[src/rtl/usb_pkg.sv]
// Shared definitions for the USB IN endpoint source: handshake codes,
// endpoint state encoding and a buffer address-width helper.
package usb_pkg;

   localparam logic [1:0] HS_ACK   = 2'b00;
   localparam logic [1:0] HS_NAK   = 2'b01;
   localparam logic [1:0] HS_STALL = 2'b10;
   // 2'b11 is reserved

   typedef enum logic [1:0] {
      ST_FILL  = 2'd0,
      ST_READY = 2'd1,
      ST_SEND  = 2'd2
   } ep_state_t;

   // Address bits needed for an n-entry buffer (at least one bit)
   function automatic int addr_w(input int n);
      return (n > 1) ? $clog2(n) : 1;
   endfunction

endpackage

[src/rtl/usb_pkt_buf.sv]
// Packet byte store: one synchronous write port, one asynchronous read port.
// No reset: the contents are only meaningful below the committed length.
module usb_pkt_buf
   import usb_pkg::*;
#(
   parameter int MAX_PKT = 8
) (
   input  logic                         clk48,
   input  logic                         wr_en_i,
   input  logic [addr_w(MAX_PKT)-1:0]   waddr_i,
   input  logic [7:0]                   wdata_i,
   input  logic [addr_w(MAX_PKT)-1:0]   raddr_i,
   output logic [7:0]                   rdata_o
);

   localparam int AW    = addr_w(MAX_PKT);
   localparam int DEPTH = 1 << AW;

   logic [7:0] mem_q [DEPTH];

   // Store one byte per accepted write
   always_ff @(posedge clk48) begin
      if (wr_en_i) begin
         mem_q[waddr_i] <= wdata_i;
      end
   end

   assign rdata_o = mem_q[raddr_i];

endmodule

[src/rtl/usb_ep_in_source.sv]
// USB IN endpoint data source: collects bytes from the local side into a
// single packet buffer, then serves that packet to the USB core on IN
// transactions, tracking the DATA0/DATA1 toggle and retrying on failure.
module usb_ep_in_source
   import usb_pkg::*;
#(
   parameter logic [3:0] EP_NUM  = 4'd1,
   parameter int         MAX_PKT = 8
) (
   input  logic       clk48,
   input  logic       rst,
   input  logic [7:0] wr_data,
   input  logic       wr_valid,
   output logic       wr_ready,
   input  logic       wr_commit,
   input  logic       stall,
   input  logic       usb_rst,
   input  logic       transaction_active,
   input  logic       direction_in,
   input  logic       setup,
   input  logic       data_strobe,
   input  logic       success,
   input  logic [3:0] endpoint,
   output logic [7:0] data_in,
   output logic       data_in_valid,
   output logic [1:0] handshake,
   output logic       data_toggle,
   output logic       pkt_sent
);

   localparam int         AW   = addr_w(MAX_PKT);
   localparam logic [6:0] MAXC = 7'(MAX_PKT);

   ep_state_t  state_q;
   logic [6:0] wcnt_q;
   logic [6:0] rptr_q;
   logic [6:0] plen_q;
   logic       toggle_q;
   logic       pkt_sent_q;
   logic       match_q;
   logic       active_q;

   logic       match;
   logic       match_rise;
   logic       active_fall;
   logic       setup_hit;
   logic       wr_accept;
   logic [7:0] rd_byte;

   assign match       = transaction_active && direction_in && (endpoint == EP_NUM);
   assign match_rise  = match && !match_q;
   assign active_fall = !transaction_active && active_q;
   assign setup_hit   = setup && transaction_active && (endpoint == EP_NUM);

   assign wr_ready  = (state_q == ST_FILL) && (wcnt_q < MAXC);
   assign wr_accept = wr_valid && wr_ready;

   usb_pkt_buf #(
      .MAX_PKT (MAX_PKT)
   ) u_buf (
      .clk48   (clk48),
      .wr_en_i (wr_accept),
      .waddr_i (wcnt_q[AW-1:0]),
      .wdata_i (wr_data),
      .raddr_i (rptr_q[AW-1:0]),
      .rdata_o (rd_byte)
   );

   assign data_in_valid = (state_q == ST_SEND) && (rptr_q < plen_q);
   assign data_in       = (state_q == ST_SEND) ? rd_byte : 8'h00;
   assign data_toggle   = toggle_q;
   assign pkt_sent      = pkt_sent_q;

   // Handshake answer: STALL overrides, ACK whenever a packet is committed
   always_comb begin
      handshake = HS_NAK;
      if (stall) begin
         handshake = HS_STALL;
      end else if (state_q != ST_FILL) begin
         handshake = HS_ACK;
      end
   end

   // Endpoint state machine: fill, wait for IN, send, then complete or retry
   always_ff @(posedge clk48) begin
      if (rst || usb_rst) begin
         state_q    <= ST_FILL;
         wcnt_q     <= 7'd0;
         rptr_q     <= 7'd0;
         plen_q     <= 7'd0;
         toggle_q   <= 1'b0;
         pkt_sent_q <= 1'b0;
         match_q    <= 1'b0;
         active_q   <= 1'b0;
      end else begin
         match_q    <= match;
         active_q   <= transaction_active;
         pkt_sent_q <= 1'b0;

         if (setup_hit) begin
            toggle_q <= 1'b1;
         end

         case (state_q)
            ST_FILL: begin
               if (wr_accept) begin
                  wcnt_q <= wcnt_q + 7'd1;
               end
               if (wr_commit) begin
                  // a byte accepted alongside the commit belongs to this packet
                  plen_q  <= wr_accept ? (wcnt_q + 7'd1) : wcnt_q;
                  rptr_q  <= 7'd0;
                  state_q <= ST_READY;
               end
            end
            ST_READY: begin
               // a transaction that opens while stalled never starts sending
               if (match_rise && !stall) begin
                  state_q <= ST_SEND;
               end
            end
            ST_SEND: begin
               if (data_strobe && (rptr_q < plen_q)) begin
                  rptr_q <= rptr_q + 7'd1;
               end
               if (active_fall) begin
                  if (success) begin
                     toggle_q   <= ~toggle_q;
                     pkt_sent_q <= 1'b1;
                     wcnt_q     <= 7'd0;
                     state_q    <= ST_FILL;
                  end else begin
                     // host did not acknowledge: rewind and offer the same packet
                     rptr_q  <= 7'd0;
                     state_q <= ST_READY;
                  end
               end
            end
            default: begin
               state_q <= ST_FILL;
            end
         endcase
      end
   end

endmodule
[config.mk]
export PLATFORM = sky130hd
export DESIGN_NAME = usb_ep_in_source
export DESIGN_NICKNAME = d
export VERILOG_FILES = /design/src/rtl/usb_pkg.sv /design/src/rtl/usb_pkt_buf.sv /design/src/rtl/usb_ep_in_source.sv
export SDC_FILE = /design/constraint.sdc
export NUM_CORES = 1
export LEC_CHECK = 0
export CORE_AREA = 2 2 97 99
export CTS_CLUSTER_DIAMETER = 200
export CTS_CLUSTER_SIZE = 14
export DETAILED_ROUTE_END_ITERATION = 16
export DIE_AREA = 0 0 99 101
export GPL_TIMING_DRIVEN = 0
export MAX_ROUTING_LAYER = met4
export RECOVER_POWER = 25
export SLEW_MARGIN = 20
export SYNTH_ARGS = -nofsm -noshare
export SYNTH_HDL_FRONTEND = slang
export SYNTH_SLANG_ARGS = --single-unit
[constraint.sdc]
create_clock -name clk48 -period 3.21 [get_ports clk48]
set_clock_uncertainty 0.2 [all_clocks]
set_input_delay 0.642 -clock clk48 [delete_from_list [all_inputs] [get_ports clk48]]
set_output_delay 0.642 -clock clk48 [all_outputs]
set_load 0.005 [all_outputs]
# --- Word-level counts from Yosys, hierarchy flattened ---
# Memory sizes are Yosys's and may differ from the RTL's. A register that Yosys moved wholly into a read port is not among the register bits.
# Index checks and enable logic that the tools add are counted.
word_totals:
  reg_bits: 27
  mem_bits_rw: 64
  in_bits: 23
  out_inout_bits: 14
  wordCells: 72
  n_memories: 1
op_classes:
  addsub: 2
  order_cmp: 2
  eq_ne: 7
  n_mux: 26
  bitwise: 3
  n_reduce_logical: 23
mem_list:
  columns: ["memory", "words", "width", "rd", "rd_clocked_by_memory_dff", "wr", "line", "text"]
  rows:
  - ["u_buf.mem_q", 8, 8, 1, 1, 1, "usb_pkt_buf.sv:19", "logic [7:0] mem_q [DEPTH];"]
ops:
  columns: ["operator", "n"]
  rows:
  - ["7-bit 2-to-1 mux", 7]
  - ["7-bit one-hot mux with 2 select lines", 2]
  - ["7-bit by 1-bit adder with 7-bit output (second input constant)", 2]
  - ["1-bit logical AND", 11]
  - ["1-bit 2-to-1 mux", 9]
  - ["2-bit 2-to-1 mux", 4]
  - ["8-bit 2-to-1 mux", 1]
  - ["2-bit != test (second input constant)", 4]
  - ["7-bit by 4-bit < comparator with 1-bit output (second input constant)", 1]
  - ["7-bit < comparator", 1]
  - ["3-bit 2-to-1 mux", 2]
  - ["2-bit one-hot mux with 3 select lines", 1]
  - ["3-bit AND reduction", 2]
  - ["4-bit by 1-bit == test with 1-bit output (second input constant)", 1]
  - ["2-bit AND reduction", 2]
  - ["2-bit nonzero test", 2]
  - ["1-bit logical NOT", 3]
  - ["1-bit inverter", 3]
  - ["3-bit OR reduction", 1]
  - ["2-bit by 1-bit == test with 1-bit output (second input constant)", 1]
  - ["2-bit == test (second input constant)", 1]
  - ["2-bit logical NOT", 1]
  - ["1-bit logical OR", 1]

# --- Depth between registers and ports, before layout ---
# Gate-level depths: netlist of the first run.
logic_depth:
  depth_word: 8
  depth_mapped: 7
  ltp_nobuf: 7

# --- By module ---
# From an unflattened synthesis of the first run, not the netlist that was laid out.
hier_totals:
  hier_cells: 284
  hier_area_um2: 4110.2
modules_own_cells:
  columns: ["module", "n_inst", "cells_per_inst", "area_per_inst_um2", "seq_area_each_um2"]
  rows:
  - ["usb_pkt_buf", 1, 106, 2531.2, 1921.8]
  - ["usb_ep_in_source", 1, 178, 1579.0, 540.5]

# --- Worst setup path before layout of the first run ---
# No wires, ideal clock.
synth_timing:
  path_type: "register to output"
  start: "reg with a tool-made name"
  end: "out data_in[5]"
  arrival_ps: 1522
  t_required_ps: 2368
  path_slack_ps: 846
  stages_incl_launch_ff: 6
  n_path_buf: 2
  cell_sequence: "dfxtp_1 > buf_2 > buf_2 > mux4_2 > mux2i_1 > nor2_1"
synth_lines:
  columns: ["item", "line", "text"]
  rows:
  - ["end, declared", "usb_ep_in_source.sv:24", "output logic [7:0] data_in,"]

==> impl_metrics.env, run 1 <==
export IMPL_start_util_pct=44.1
export IMPL_drt_iter0_markers=94
export IMPL_fin_crit_sh_pct=95.4
export IMPL_pin_count=37
export IMPL_arrival_ns=2.22
export IMPL_grt_max_degree=19
export IMPL_antenna_found_initial=0
export IMPL_drcViolationCount=0
export IMPL_synthesis_instances=289
export IMPL_gp_congestion=0.786
export IMPL_worst_setup_path_type="reg -> out"
export IMPL_fin_tns_setup_ns=0
export IMPL_finalHoldViolations=0
export IMPL_synth_edf_count=64
export IMPL_post_dp_hpwl_um=5430
export IMPL_irDropWorstVdd_v=0.000246
export IMPL_diodes=0
export IMPL_antenna_left=0
export IMPL_nNetsFinal=368
export IMPL_fin_area_um2=4710
export IMPL_viasPerCell=5.47
export IMPL_root_buffer="clkbuf_8"
export IMPL_cts_sinks=94
export IMPL_synth_fp_nets=320
export IMPL_hold_start="plen_q[5]"
export IMPL_maxSlewViolCount=0
export IMPL_numCtsBuffers=9
export IMPL_slew_headroom_pct=37.4
export IMPL_ys_flop_type="edfxtp_1"
export IMPL_fmax_mhz=326
export IMPL_drt_wl_total_um=7960
export IMPL_fin_hold_ws_ns=0.262
export IMPL_gr_total_overflow=0
export IMPL_clk_pin_slew_worst_paths_ns=0.09
export IMPL_layout_drive_gt1_share_pct=16.1
export IMPL_p_leak_nw=1.51
export IMPL_synth_largest_area_cell="edfxtp_1"
export IMPL_die_h_um=101
export IMPL_port_buffer_count=36
export IMPL_power_mw=2.17
export IMPL_die_area_um2=10000
export IMPL_ys_seq_elements=94
export IMPL_cap_violations=0
export IMPL_r2r_start="state_q[0]"
export IMPL_async_reset_ff_share_pct=0
export IMPL_setup_viol=0
export IMPL_yosysMostFrequentCell="edfxtp_1"
export IMPL_die_w_um=99
export IMPL_ctsHoldBuffers=0
export IMPL_synthDistinctLibCells=46
export IMPL_rsz0062_at_grt="no"
export IMPL_placed_area_um2=4480
export IMPL_grtUsageTotal_pct=17.8
export IMPL_cts_tree="done"
export IMPL_grt_pass1_vias=2389
export IMPL_clkLatencyLatePin_ns=0.37
export IMPL_hold_class="reg -> reg"
export IMPL_htreeDepth=3
export IMPL_vias=2480
export IMPL_routedWlPerCell_um=17.6
export IMPL_ys_top_cells_by_area="edfxtp_1 (49%), dfxtp_1 (15%), mux4_2 (9.1%), ha_1 (2.5%), nand2_1 (2.4%)"
export IMPL_required_ns=2.37
export IMPL_syn_to_final_growth_pct=19.0
export IMPL_ys_warn_count=0
export IMPL_syn_area_per_cell_um2=13.7
export IMPL_p_per_area_nw_per_um2=461
export IMPL_cp_max_fo=10
export IMPL_core_um2=8980
export IMPL_grt_pass1_wl_um=13000
export IMPL_synthesis_area_um2=3960
export IMPL_post_cts_setup_buffer_count=0
export IMPL_start_kind="flip-flop"
export IMPL_clock_path_buffers=2
export IMPL_synthTopCellsByCount="edfxtp_1 (64), dfxtp_1 (30), nand2_1 (25)"
export IMPL_period_needed_ns=3.06
export IMPL_yosysSeqAreaShare_pct=63.8
export IMPL_dr_pass1_iters=4
export IMPL_worst_pin_slew_ns=0.935
export IMPL_status="finished, final reports clean"
export IMPL_fp_row_count=35
export IMPL_endpoint_kind="output port"
export IMPL_yosysTopAreaCellShare_pct=48.6
-- through the flow --
stage / utilization [%] / instances / worst slack, ns
detailed placement: 49.9 / 438 / -0.0469
global route: 52.4 / 453 / 0.0302
CTS: 52.2 / 453 / 0.0257
global placement: 49.6 / 436 / -0.305
floorplan: - / 289 / 0.846
finish: 52.4 / 453 / 0.146
-- kinds of logic after synthesis --
family	share of synthesized area, %
xor+xnor	0.221
compound gates	7.81
simple gates	12.0
buf+inv	2.56
flops	63.8
mux	11.1
fa+ha+maj	2.53
-- final timing paths --
path	end	slack, ns	cells after the start
setup reg to reg	u_buf.mem_q[6][6]	0.46	6
setup / recovery	data_in[6]	0.15	6
hold reg to reg	plen_q[5]	0.26	2
hold / removal	plen_q[5]	0.26	2
-- critical path, cell delays in order (launching register included) --
cell             delay [ns]
dfxtp_1                0.33
buf_6                  0.17
buf_12                 0.17
mux4_2                 0.51
mux2i_1                0.15
nor2_1                 0.07
clkdlybuf4s50_1        0.47
-- report_power, final --
group | internal, mW | leakage (nW) | switching (mW) | total (mW)
registers | 1.30 | 0.824 | 0.00515 | 1.31
logic | 0.0522 | 0.584 | 0.0579 | 0.110
clock network | 0.302 | 0.0995 | 0.447 | 0.749
total | 1.66 | 1.51 | 0.510 | 2.17
-- per-layer routing --
metal | global-route usage [%] | wire, µm | part of all wire (%) | up-vias
li1 | - | - | - | 1195
met1 | 25.2 | 3940 | 50 | 1213
met2 | 25.9 | 3570 | 45 | 65
met3 | 2.29 | 329 | 4.1 | 7
met4 | 7.80 | 120 | 1.5 | 0
met5 | - | 0 | 0 | -
-- placed cells by master (no fill, tap or decap), types with 7 or more instances in the layout --
master / instances
a21oi_1: 9
dlygate4sd3_1: 7
edfxtp_1: 64
o21ai_0: 11
inv_1: 10
nand2_1: 25
nand3_1: 10
clkbuf_8: 9
mux2i_1: 8
nor2_1: 22
clkbuf_1: 7
clkdlybuf4s50_1: 28
mux4_2: 16
dfxtp_1: 28
ha_1: 8
-- repair_timing --
action                                  CTS  global route
pin swaps                                 0             1
gates cloned                              0             0
gates resized for setup                   6             9
endpoints found under the setup margin    8             9
endpoints found under the hold margin     0             0
-- sequential cells by signal, summed over array words and instances (netlist names), named ones only --
register,cells
active_q,1
data_toggle,1
match_q,1
pkt_sent,1
plen_q,7
rptr_q,7
state_q,2
u_buf.mem_q,64
wcnt_q,7
-- area by class of cell --
type	count	area (µm²)
plain buffers	14	86.3
clock buffers	9	124
clock inverters	7	65.1
fillers	757	4270
inverters	10	37.5
multi-input cells	170	1350
flip-flops and latches	94	2520
well taps	111	139
repair buffers	38	378
Note: power is estimated with default switching activity, not from simulation.
==> run 2: changes to the inputs <==
CTS_CLUSTER_SIZE = 10   (was 14)
clock period = 3.52 ns   (was 3.21 ns; I/O delays follow)
==> impl_metrics.env, run 2 (synthesized netlist as in run 1, its figures left out) <==
export IMPL_status="finished, final reports clean"
export IMPL_pin_count=37
export IMPL_nNetsFinal=368
export IMPL_drt_iter0_markers=123
export IMPL_p_clk_share_pct=34.7
export IMPL_die_area_um2=10000
export IMPL_start_util_pct=44.1
export IMPL_arrival_ns=2.42
export IMPL_rsz0062_at_grt="no"
export IMPL_fmax_mhz=301
export IMPL_cts_sinks=94
export IMPL_die_h_um=101
export IMPL_clock_path_buffers=2
export IMPL_largest_register="u_buf.mem_q"
export IMPL_drcViolationCount=0
export IMPL_ctsHoldBuffers=0
export IMPL_seq_power_share_pct=60.2
export IMPL_fin_hold_ws_ns=0.264
export IMPL_clkLatencyLatePin_ns=0.37
export IMPL_mostFrequentLayoutCell="edfxtp_1"
export IMPL_worst_pin_slew_ns=0.938
export IMPL_grt_pass1_wl_um=13000
export IMPL_irDropWorstVdd_v=0.000228
export IMPL_syn_to_final_growth_pct=18.2
export IMPL_gp_congestion=0.786
export IMPL_maxSlewViolCount=0
export IMPL_wl_met1_um=3900
export IMPL_p_sw_share_pct=23.7
export IMPL_grt_max_degree=19
export IMPL_power_mw=1.98
export IMPL_core_um2=8980
export IMPL_clk_pin_slew_worst_paths_ns=0.10
export IMPL_wl_met2_um=3540
export IMPL_mostFrequentLayoutCells="edfxtp_1 (64), dfxtp_1 (30), clkdlybuf4s50_1 (29)"
export IMPL_viasPerCell=5.49
export IMPL_htreeDepth=3
export IMPL_port_buffer_count=36
export IMPL_fin_tns_setup_ns=0
export IMPL_endpoint_kind="output port"
export IMPL_slew_headroom_pct=37.3
export IMPL_numCtsBuffers=9
export IMPL_start_kind="flip-flop"
export IMPL_die_w_um=99
export IMPL_setup_viol=0
export IMPL_antenna_found_initial=0
export IMPL_topRoutingLayerUsed="met4"
export IMPL_pwr_share_comb_pct=5.0
export IMPL_gr_total_overflow=0
export IMPL_worst_setup_path_type="reg -> out"
export IMPL_largest_register_ffs=64
export IMPL_diodes=0
export IMPL_antenna_left=0
export IMPL_grt_pass1_vias=2394
export IMPL_period_needed_ns=3.32
export IMPL_vias=2485
export IMPL_finalHoldViolations=0
export IMPL_cts_tree="done"
export IMPL_hold_class="reg -> reg"
export IMPL_drt_wl_total_um=7940
export IMPL_switchingPower_mw=0.471
export IMPL_root_buffer="clkbuf_8"
export IMPL_cap_violations=0
export IMPL_dr_pass1_iters=4
export IMPL_layout_drive_gt1_share_pct=14.6
export IMPL_post_dp_hpwl_um=5430
export IMPL_routedWlPerCell_um=17.5
export IMPL_p_leak_nw=1.48
export IMPL_cp_max_fo=10
export IMPL_grtUsageTotal_pct=17.8
export IMPL_fin_crit_sh_pct=94.4
export IMPL_fp_row_count=35
export IMPL_required_ns=2.62
export IMPL_wl_met3_um=346
export IMPL_p_per_area_nw_per_um2=424
export IMPL_p_int_mw=1.51
-- run 2: worst paths after layout --
| kind | slack (ns) | cells past startpoint | start | end |
|---|---|---|---|---|
| worst min register to register | 0.26 | 2 | plen_q[5] | plen_q[5] |
| worst min-delay path | 0.26 | 2 | plen_q[5] | plen_q[5] |
| worst max-delay path | 0.20 | 6 | flip-flop | data_in[6] |
| worst max register to register | 0.71 | 5 | wcnt_q[6] | u_buf.mem_q[6][6] |
-- run 2: timing repair --
item / in CTS / in global routing
resized for setup: 2 / 1
setup buffers: 0 / 0
endpoints found under the hold margin: 0 / 0
pin swaps: 0 / 0
setup endpoints to repair: 8 / 5
-- run 2: stage by stage --
stage	utilization, %	std cells	cell area [µm²]	worst slack, ns
CTS	52.1	454	4680	0.0333
global placement	49.6	436	4460	-0.0573
floorplan	-	289	3960	1.09
detailed placement	49.9	438	4480	0.201
global route	52.1	453	4680	0.0531
finish	52.1	453	4680	0.196
-- run 2: routing by layer --
metal	track usage, %	up-vias
li1	-	1197
met1	25.3	1204
met2	25.8	75
met3	2.29	9
met4	7.80	0
met5	-	-
-- run 2: worst max-delay path, stage by stage (launching register included) --
cell	delay (ns)
dfxtp_1	0.31
buf_2	0.27
buf_6	0.24
mux4_2	0.52
mux2i_1	0.15
nor2_1	0.07
clkdlybuf4s50_1	0.49
-- run 2: layout make-up --
type | instances | area [µm²]
well taps | 111 | 139
clock inverters | 7 | 65.1
repair buffers | 38 | 375
plain buffers | 14 | 67.6
fillers | 763 | 4300
clock buffers | 9 | 124
inverters | 10 | 37.5
flip-flops and latches | 94 | 2520
multi-input cells | 170 | 1350
-- run 2: power by group through the flow --
stage	clock (mW)	sequential, mW	combinational, mW
finish	0.689	1.19	0.100
global route	0.746	1.20	0.110
CTS	0.701	1.19	0.103
detailed placement	0	1.22	0.102
global placement	0	1.22	0.0982
floorplan	0	1.22	0.0464
